## src/rtl/stage_d_writeback_queue_pkg.sv

```systemverilog
// Shared definitions for the data write-back queue stage.
// Opcode bit positions mirror the shared bfcpu2 Constants.v. They are one-hot
// bit indices into the operation vector. The write-op decode is local here.
package stage_d_writeback_queue_pkg;
  localparam int OPCODE_MSB = 7;
  localparam int OP_INC     = 0;
  localparam int OP_DEC     = 1;
  localparam int OP_LEFT    = 2;
  localparam int OP_RIGHT   = 3;
  localparam int OP_OUT     = 4;
  localparam int OP_IN      = 5;
  localparam int OP_JZ      = 6;
  localparam int OP_JNZ     = 7;

  // Operations that store to data memory.
  function automatic logic is_write_op(input logic [OPCODE_MSB:0] op);
    return op[OP_INC] | op[OP_DEC] | op[OP_IN];
  endfunction
endpackage

```

## src/rtl/stage_d_writeback_queue_fifo.sv

```systemverilog
// wb_fifo: circular write queue with the following features:
//   - push at the tail
//   - overwrite of the newest (tail) entry, used for coalescing
//   - pop at the head
//   - newest-first store-to-load forwarding search
// Ports:
//   clk, reset_n            clock, synchronous active-low reset
//   push_i, ovw_i, pop_i    enqueue / overwrite newest entry data / retire head
//   addr_i, data_i          entry written by push (ovw uses data_i only)
//   count_o                 number of valid entries, 0..DEPTH
//   head_addr_o/_data_o     oldest entry
//   tail_addr_o             address of the newest entry
//   rd_a_i, fwd_hit_o, fwd_q_o  forwarding lookup
module wb_fifo #(
  parameter int A_WIDTH = 12,
  parameter int D_WIDTH = 8,
  parameter int DEPTH   = 4,
  localparam int PW     = $clog2(DEPTH),
  localparam int CW     = PW + 1
) (
  input  logic               clk,
  input  logic               reset_n,
  input  logic               push_i,
  input  logic               ovw_i,
  input  logic               pop_i,
  input  logic [A_WIDTH-1:0] addr_i,
  input  logic [D_WIDTH-1:0] data_i,
  output logic [CW-1:0]      count_o,
  output logic [A_WIDTH-1:0] head_addr_o,
  output logic [D_WIDTH-1:0] head_data_o,
  output logic [A_WIDTH-1:0] tail_addr_o,
  input  logic [A_WIDTH-1:0] rd_a_i,
  output logic               fwd_hit_o,
  output logic [D_WIDTH-1:0] fwd_q_o
);
  logic [A_WIDTH-1:0] addr_q [DEPTH];
  logic [D_WIDTH-1:0] data_q [DEPTH];
  logic [PW-1:0]      head_q, head_d, tail_q, tail_d, tail_m1;
  logic [CW-1:0]      count_q, count_d;

  // tail_q points at the next free slot; the newest entry sits one behind.
  assign tail_m1 = tail_q - PW'(1);

  always_comb begin
    head_d  = head_q + PW'(pop_i);
    tail_d  = tail_q + PW'(push_i);
    count_d = count_q + CW'(push_i) - CW'(pop_i);
  end

  always_ff @(posedge clk) begin
    if (!reset_n) begin
      head_q  <= '0;
      tail_q  <= '0;
      count_q <= '0;
    end else begin
      head_q  <= head_d;
      tail_q  <= tail_d;
      count_q <= count_d;
    end
  end

  // Storage needs no reset: count gates every read.
  always_ff @(posedge clk) begin
    if (push_i) begin
      addr_q[tail_q] <= addr_i;
      data_q[tail_q] <= data_i;
    end else if (ovw_i) begin
      data_q[tail_m1] <= data_i;
    end
  end

  assign count_o     = count_q;
  assign head_addr_o = addr_q[head_q];
  assign head_data_o = data_q[head_q];
  assign tail_addr_o = addr_q[tail_m1];

  // Scan oldest to newest. A later match overrides an earlier one, so the
  // newest matching entry wins.
  always_comb begin
    fwd_hit_o = 1'b0;
    fwd_q_o   = '0;
    for (int i = 0; i < DEPTH; i++) begin
      if (CW'(i) < count_q && addr_q[head_q + PW'(i)] == rd_a_i) begin
        fwd_hit_o = 1'b1;
        fwd_q_o   = data_q[head_q + PW'(i)];
      end
    end
  end
endmodule

```

## src/rtl/stage_d_writeback_queue.sv

```systemverilog
// Data write-back stage with a buffered, coalescing write queue.
// Ports:
//   clk, reset_n                  clock, synchronous active-low reset
//   dp, a_in, operation_in        incoming op, its data address and value
//   drdy_in, ack_in               sideband, registered to drdy / ack
//   stall                         upstream must hold its inputs this cycle
//   dce, da, dq, dbusy            data-memory write port (head of queue)
//   rd_a, fwd_hit, fwd_q          store-to-load forwarding lookup
//   operation, drdy, ack          registered sideband (bubble on stall)
module stage_d_writeback_queue
  import stage_d_writeback_queue_pkg::*;
#(
  parameter int A_WIDTH = 12,
  parameter int D_WIDTH = 8,
  parameter int DEPTH   = 4
) (
  input  logic                clk,
  input  logic                reset_n,
  input  logic [A_WIDTH-1:0]  dp,
  input  logic [D_WIDTH-1:0]  a_in,
  input  logic [OPCODE_MSB:0] operation_in,
  input  logic                drdy_in,
  input  logic                ack_in,
  output logic                stall,
  output logic                dce,
  output logic [A_WIDTH-1:0]  da,
  output logic [D_WIDTH-1:0]  dq,
  input  logic                dbusy,
  input  logic [A_WIDTH-1:0]  rd_a,
  output logic                fwd_hit,
  output logic [D_WIDTH-1:0]  fwd_q,
  output logic [OPCODE_MSB:0] operation,
  output logic                drdy,
  output logic                ack
);
  localparam int CW = $clog2(DEPTH) + 1;

  logic                wr_op, pop, coalesce, push, ovw;
  logic [CW-1:0]       count;
  logic [A_WIDTH-1:0]  tail_addr;
  logic [OPCODE_MSB:0] operation_q, operation_d;
  logic                drdy_q, drdy_d, ack_q;

  assign wr_op = is_write_op(operation_in);
  // dce is driven from registered count only; reset masks it immediately.
  assign dce   = reset_n && (count != '0);
  assign pop   = dce && !dbusy;

  // With a single entry being popped, the tail is leaving, so it cannot
  // absorb the new write; it must be pushed behind it instead.
  assign coalesce = wr_op && (count != '0) && (dp == tail_addr) &&
                    !(pop && count == CW'(1));
  // Full-queue stall ignores a same-edge pop to keep it off the dbusy path.
  assign stall    = (count == CW'(DEPTH)) && !coalesce;
  assign ovw      = coalesce && !stall;
  assign push     = wr_op && !coalesce && !stall;

  wb_fifo #(.A_WIDTH(A_WIDTH), .D_WIDTH(D_WIDTH), .DEPTH(DEPTH)) u_fifo (
    .clk         (clk),
    .reset_n     (reset_n),
    .push_i      (push),
    .ovw_i       (ovw),
    .pop_i       (pop),
    .addr_i      (dp),
    .data_i      (a_in),
    .count_o     (count),
    .head_addr_o (da),
    .head_data_o (dq),
    .tail_addr_o (tail_addr),
    .rd_a_i      (rd_a),
    .fwd_hit_o   (fwd_hit),
    .fwd_q_o     (fwd_q)
  );

  // A stalled op is replaced by a bubble downstream; ack always follows.
  always_comb begin
    operation_d = stall ? '0 : operation_in;
    drdy_d      = stall ? 1'b0 : drdy_in;
  end

  always_ff @(posedge clk) begin
    if (!reset_n) begin
      operation_q <= '0;
      drdy_q      <= 1'b0;
      ack_q       <= 1'b0;
    end else begin
      operation_q <= operation_d;
      drdy_q      <= drdy_d;
      ack_q       <= ack_in;
    end
  end

  assign operation = operation_q;
  assign drdy      = drdy_q;
  assign ack       = ack_q;
endmodule

```

## config.mk

```make
export PLATFORM = sky130hd
export DESIGN_NAME = stage_d_writeback_queue
export DESIGN_NICKNAME = d
export VERILOG_FILES = /design/src/rtl/stage_d_writeback_queue_pkg.sv /design/src/rtl/stage_d_writeback_queue_fifo.sv /design/src/rtl/stage_d_writeback_queue.sv
export SDC_FILE = /design/constraint.sdc
export NUM_CORES = 1
export LEC_CHECK = 0
export CAP_MARGIN = 20
export CORE_UTILIZATION = 56
export CTS_CLUSTER_DIAMETER = 50
export DETAILED_ROUTE_END_ITERATION = 10
export PLACE_DENSITY = 0.87
export SKIP_CTS_REPAIR_TIMING = 1
export SLEW_MARGIN = 40
export SYNTH_ARGS = -nofsm -noshare
export SYNTH_HDL_FRONTEND = slang
export SYNTH_SLANG_ARGS = --single-unit
```

## constraint.sdc

```tcl
create_clock -name clk -period 5.15 [get_ports clk]
set_clock_uncertainty 0.2 [all_clocks]
set_input_delay 0.7725 -clock clk [delete_from_list [all_inputs] [get_ports clk]]
set_output_delay 0.7725 -clock clk [all_outputs]
set_load 0.01 [all_outputs]
```

# Word-level counts from Yosys, hierarchy flattened
# Memory sizes are Yosys's and may differ from the RTL's. A register that Yosys moved wholly into a read port is not among the register bits.
# Index checks and enable logic that the tools add are counted.
# totals
regBits,17
latch_bits,0
mem_bits_rw,80
rom_bits,0
in_bits,45
out_inout_bits,41
elab_cells,69
mem_count,2
# classes
n_addsub,8
multipliers,0
n_div,0
magnitude_cmp,4
n_eq_ne,7
n_shift,0
mux,18
n_bitwise,3
n_reduce_logical,21
# memory_table
memory,depth,width,read_ports,rd_clocked_by_memory_dff,wr,line,text
u_fifo.addr_q,4,12,5,1,1,stage_d_writeback_queue_fifo.sv:36,logic [A_WIDTH-1:0] addr_q [DEPTH];
u_fifo.data_q,4,8,4,1,1,stage_d_writeback_queue_fifo.sv:37,logic [D_WIDTH-1:0] data_q [DEPTH];
# ops
cell,n
equality test 12 bit,5
2-to-1 mux 8 bit,5
logical AND 1 bit,14
2-to-1 mux 1 bit,10
OR reduction 8 bit,1
< comparator 1 x 3 -> 1 bit (first input constant),2
< comparator 2 x 3 -> 1 bit (first input constant),2
2-to-1 mux 2 bit,3
adder 2 x 1 -> 2 bit,2
adder 2 bit (second input constant),2
logical NOT 1 bit,4
adder 3 x 1 -> 3 bit,1
equality test 3 x 1 -> 1 bit (second input constant),1
equality test 3 bit (second input constant),1
nonzero test 3 bit,1
subtractor 3 x 1 -> 3 bit,1
adder 2 x 1 -> 2 bit (second input constant),1
bitwise OR 1 bit,2
OR reduction 2 bit,1
subtractor 2 x 1 -> 2 bit (second input constant),1
inverter 1 bit,1

# Longest topological paths before layout
# logic_depth
ltp_word,15
depth_mapped,15
depth_no_buf,12

# Cells and area by module
# Synthesis repeated with hierarchy kept, for this count alone.
# hier_totals
cells_unflattened,499
area_unflattened_um2,6551.3
# by_module_without_submodules
module,instances,cells_per_inst,area_per_inst_um2,seq_area_each_um2
wb_fifo,1,442,6037.0,2542.4
stage_d_writeback_queue,1,57,514.2,200.2

# Worst setup path before layout
# No wires, ideal clock.
# synth_path
path_kind,register -> register
from,register u_fifo.tail_q[0]
to,"memory u_fifo.data_q[0][0], enable pin"
setup_time_ps,384
t_arrival_ps,3433
required_time_ps,4566
setup_slack_ps,1133
path_stages_with_launch,12
path_buffers,3
synth_period_minus_slack_ps,4017
cell_sequence,dfxtp_1 buf_2 buf_2 inv_1 ha_1 clkbuf_1 mux4_2 xnor2_1 nand4_1 nor4_2 nand2_1 o21ai_0
# synth_via
elab_chain_cells,14
elab_cells_between_ends,19
cone_classes,1 x add/sub; 1 x eq/ne; 7 x mux; 9 x reduce/logical; 1 x memory
# synth_lines
element,line,text
"start, declared",stage_d_writeback_queue_fifo.sv:38,"logic [PW-1:0] head_q, head_d, tail_q, tail_d, tail_m1;"
"start signal, assigned",stage_d_writeback_queue_fifo.sv:57,tail_q <= tail_d;
subtractor 2 x 1 -> 2 bit,stage_d_writeback_queue_fifo.sv:42,assign tail_m1 = tail_q - PW'(1);
memory (4 x 12 bit),-,
equality test 12 bit,stage_d_writeback_queue.sv:51,assign coalesce = wr_op && (count != '0) && (dp == tail_addr) &&
logical AND 1 bit (2 in series),stage_d_writeback_queue.sv:51,
logical NOT 1 bit,"stage_d_writeback_queue.sv:54, stage_d_writeback_queue.sv:56",
logical AND 1 bit,stage_d_writeback_queue.sv:54,assign stall = (count == CW'(DEPTH)) && !coalesce;
logical NOT 1 bit,"stage_d_writeback_queue.sv:55, stage_d_writeback_queue.sv:56",
logical AND 1 bit,stage_d_writeback_queue.sv:55,assign ovw = coalesce && !stall;
2-to-1 mux 1 bit,stage_d_writeback_queue_fifo.sv:67,end else if (ovw_i) begin
2-to-1 mux 1 bit,stage_d_writeback_queue_fifo.sv:64,if (push_i) begin
2-to-1 mux 1 bit (not written as such),stage_d_writeback_queue_fifo.sv:68,data_q[tail_m1] <= data_i;
OR reduction 8 bit (no line),-,
2-to-1 mux 2 bit (no line) / 2-to-1 mux 1 bit (equally long branches),-,
"end, declared",stage_d_writeback_queue_fifo.sv:37,
# Parallel ways exist; a longest one is shown, timed or not.

# Worst setup path in the final report
# layout_path
from,register u_fifo.head_q[0]
to,output fwd_q[2]
# layout_via
elab_chain_cells,7
elab_cells_between_ends,14
cone_classes,3 x add/sub; 3 x eq/ne; 3 x mux; 3 x reduce/logical; 2 x memory
# layout_lines
element,line,text
"start, declared",stage_d_writeback_queue_fifo.sv:38,
"start signal, assigned",stage_d_writeback_queue_fifo.sv:52,head_q <= '0;
"start signal, assigned",stage_d_writeback_queue_fifo.sv:56,head_q <= head_d;
adder 2 x 1 -> 2 bit,"stage_d_writeback_queue_fifo.sv:83, stage_d_writeback_queue_fifo.sv:85",
memory (4 x 12 bit),-,
equality test 12 bit,stage_d_writeback_queue_fifo.sv:83,if (CW'(i) < count_q && addr_q[head_q + PW'(i)] == rd_a_i) begin
logical AND 1 bit,stage_d_writeback_queue_fifo.sv:83,
2-to-1 mux 8 bit (2 in series),stage_d_writeback_queue_fifo.sv:83,
2-to-1 mux 8 bit *,stage_d_writeback_queue_fifo.sv:83,
"end, declared",stage_d_writeback_queue.sv:31,"output logic [D_WIDTH-1:0] fwd_q,"
# Mark *: on every way between the ends. The rest lies on a longest branch, timed or not.

==> results.sh <==
export IMPL_grt_pass1_vias=4649
export IMPL_dp_cells=686
export IMPL_ys_seq_elements=97
export IMPL_die_x_um=109
export IMPL_post_route_util=0.701
export IMPL_seq_area_frac_synth=0.424
export IMPL_clock_sinks=97
export IMPL_synth_nets=538
export IMPL_tns_ns=0
export IMPL_cts_root_buf="clkbuf_16"
export IMPL_synth_edff_count=80
export IMPL_wl_per_cell_um=22.1
export IMPL_cts_tree="built"
export IMPL_synth_top_area_share=0.372
export IMPL_cp_arrival_ns=3.90
export IMPL_core_area_um2=11000
export IMPL_cts_buffers=9
export IMPL_htreeDepth=3
export IMPL_fillerInstances=743
export IMPL_cpMaxStageDelayCell="dfxtp_4"
export IMPL_start_util=0.586
export IMPL_worstSetupPathType="reg2out"
export IMPL_multi_input_area_um2=3500
export IMPL_hold_violations=0
export IMPL_antenna_left=0
export IMPL_syn_instance_count=482
export IMPL_holdWs_ns=0.452
export IMPL_worstPathRequired_ns=4.18
export IMPL_regArea_um2=2750
export IMPL_gp_congestion=0.872
export IMPL_fmax_ghz=0.205
export IMPL_ys_types=49
export IMPL_avgViaCountPerCell=6.52
export IMPL_drtPass1Iterations=7
export IMPL_dp_hpwl_mm=11.1
export IMPL_yosysWarnings=0
export IMPL_yosysMostFrequentCell="edfxtp_1"
export IMPL_num_vias=4581
export IMPL_p_total_mw=3.49
export IMPL_crit_top_cell="nand3_1"
export IMPL_diodes=0
export IMPL_period_minus_slack_ns=4.87
export IMPL_die_h_um=109
export IMPL_insertion_delay_ns=0.35
export IMPL_worst_setup_path_end_kind="output port"
export IMPL_peakVddDrop_mv=0.310
export IMPL_crit_chain="buf_4, mux2i_1, xor2_1, nand3_1, a221o_1, nor4_4, nand3_1, a31oi_1, clkdlybuf4s50_1"
export IMPL_finalSetupViolCount=0
export IMPL_drv_cap=0
export IMPL_synth_common_cells="edfxtp_1, mux4_2, xnor2_1"
export IMPL_p_per_area_nw_per_um2=452
export IMPL_grt_pass1_wl_mm=24.2
export IMPL_yosysTopAreaCell="edfxtp_1"
export IMPL_track_usage=0.274
export IMPL_power_leakage_nw=2.56
export IMPL_nets=614
export IMPL_syn_avg_cell_area_um2=13.4
export IMPL_async_flop_share=0
export IMPL_die_area_um2=12000
export IMPL_num_rows=38
export IMPL_netlist_area_um2=6470
export IMPL_crit_buf_inv=2
export IMPL_fin_crit_sh=0.946
export IMPL_ys_flop_type="edfxtp_1"
export IMPL_critPathMaxFanout=28
export IMPL_grt_antenna_before_repair=0
export IMPL_slew_headroom=0.485
export IMPL_worstMarginPinSlew_ns=0.773
export IMPL_hold_path_class="reg2reg"
export IMPL_clk_pin_slew_ns=0.07
export IMPL_synth_area_leaders="edfxtp_1, mux4_2, mux2i_1"
export IMPL_drc=0
export IMPL_startpoint_type="flop"
export IMPL_io_pins=86
export IMPL_instances_no_fill=703
export IMPL_wirelength_mm=15.6
export IMPL_rsz0062_at_grt="false"
export IMPL_cpLargestDelayFamily="buffers and inverters"
export IMPL_status="complete, no violations"
export IMPL_grt_max_degree=59
export IMPL_critPathMaxStageDelay_ns=0.63
export IMPL_slew_viol_final=0
export IMPL_grt_overflow=0
export IMPL_port_buffer_count=85
export IMPL_cts_buffer_depth=2
export IMPL_drive_above_1_share=0.190
export IMPL_drt_iter0_markers=397
export IMPL_area_growth_pct=19.5
[kinds of logic (layout without fill, tap and decap cells)]
kind of cell / after synthesis / in the layout / share of synthesized area
mux: 108 / 108 / 0.280
simple gates: 104 / 104 / 0.0935
flops: 97 / 97 / 0.424
xor+xnor: 65 / 65 / 0.0880
compound gates: 53 / 53 / 0.0561
buf+inv: 44 / 125 / 0.0358
fa+ha+maj: 11 / 11 / 0.0224
[worst min-delay path, cell delays in order, from the launching register on]
cell	delay (ns)
dfxtp_1	0.36
xor2_1	0.14
and2_1	0.12
[area by class of cell]
type                            count  share of cell area
Multi-Input combinational cell    341               0.452
Sequential cell                    97               0.356
Inverter                           10             0.00486
Clock buffer                       10              0.0309
Tap cell                          140              0.0227
Timing Repair Buffer               99               0.124
Clock inverter                      6             0.00955
[final timing paths]
kind,from,endpoint,slack (ns),depth (start not counted)
max,u_fifo.head_q[0],fwd_q[2],0.28,9
min,u_fifo.tail_q[1],u_fifo.tail_q[1],0.45,2
max reg2reg,u_fifo.tail_q[1],u_fifo.count_o[1],0.91,11
min reg2reg,u_fifo.tail_q[1],u_fifo.tail_q[1],0.45,2
[flip-flops by register name, indices dropped and copies added, names as in the netlist]
| name | flops |
|---|---|
| u_fifo.count_o | 3 |
| u_fifo.addr_q | 48 |
| u_fifo.tail_q | 2 |
| u_fifo.head_q | 2 |
| operation | 8 |
| drdy | 1 |
| u_fifo.data_q | 32 |
| ack | 1 |
[cells in the final DEF, fill, tap and decap left out, types with 2 or more instances in the layout]
master	Yosys	final
nand4_1	6	6
ha_1	10	10
o22ai_1	9	9
or3_1	2	2
buf_4	2	14
mux4_2	56	56
nand3_1	17	17
dfxtp_4	0	2
mux2_2	10	10
clkbuf_16	0	9
nor2_1	15	15
clkinv_4	0	2
xor2_1	20	20
o2111ai_1	3	3
nand2_1	18	18
a21oi_1	11	11
nor4_4	2	2
nand2b_1	4	4
nor2b_1	6	6
clkdlybuf4s50_1	0	85
mux2i_1	41	41
and2_1	21	21
nor4_1	2	2
xnor2_1	45	45
edfxtp_1	80	80
inv_1	9	9
a31oi_1	8	8
dfxtp_1	17	15
nor3b_1	4	4
o21ai_0	5	5
o211ai_1	9	9
[layer usage]
metal / track usage / wire (µm) / up-vias
met2: 0.452 / 7810 / 265
met3: 0.0462 / 1350 / 39
met1: 0.360 / 5900 / 2239
met4: 0.116 / 508 / 0
li1: - / - / 2038
met5: 0 / 0 / -
[report_power, final]
part / switching, mW / internal (mW) / leakage (nW)
Combinational: 0.785 / 0.781 / 1.51
Clock: 0.301 / 0.397 / 0.156
Sequential: 0.160 / 1.07 / 0.886
Total: 1.25 / 2.25 / 2.56
[through the flow]
step                setup slack [ns]  cell area, µm²
floorplan                       1.13            6470
global placement               0.528            7400
detailed placement             0.452            7400
CTS                            0.192            7720
global route                  0.0421            7730
finish                         0.278            7730
(Power assumes the default switching activity.)
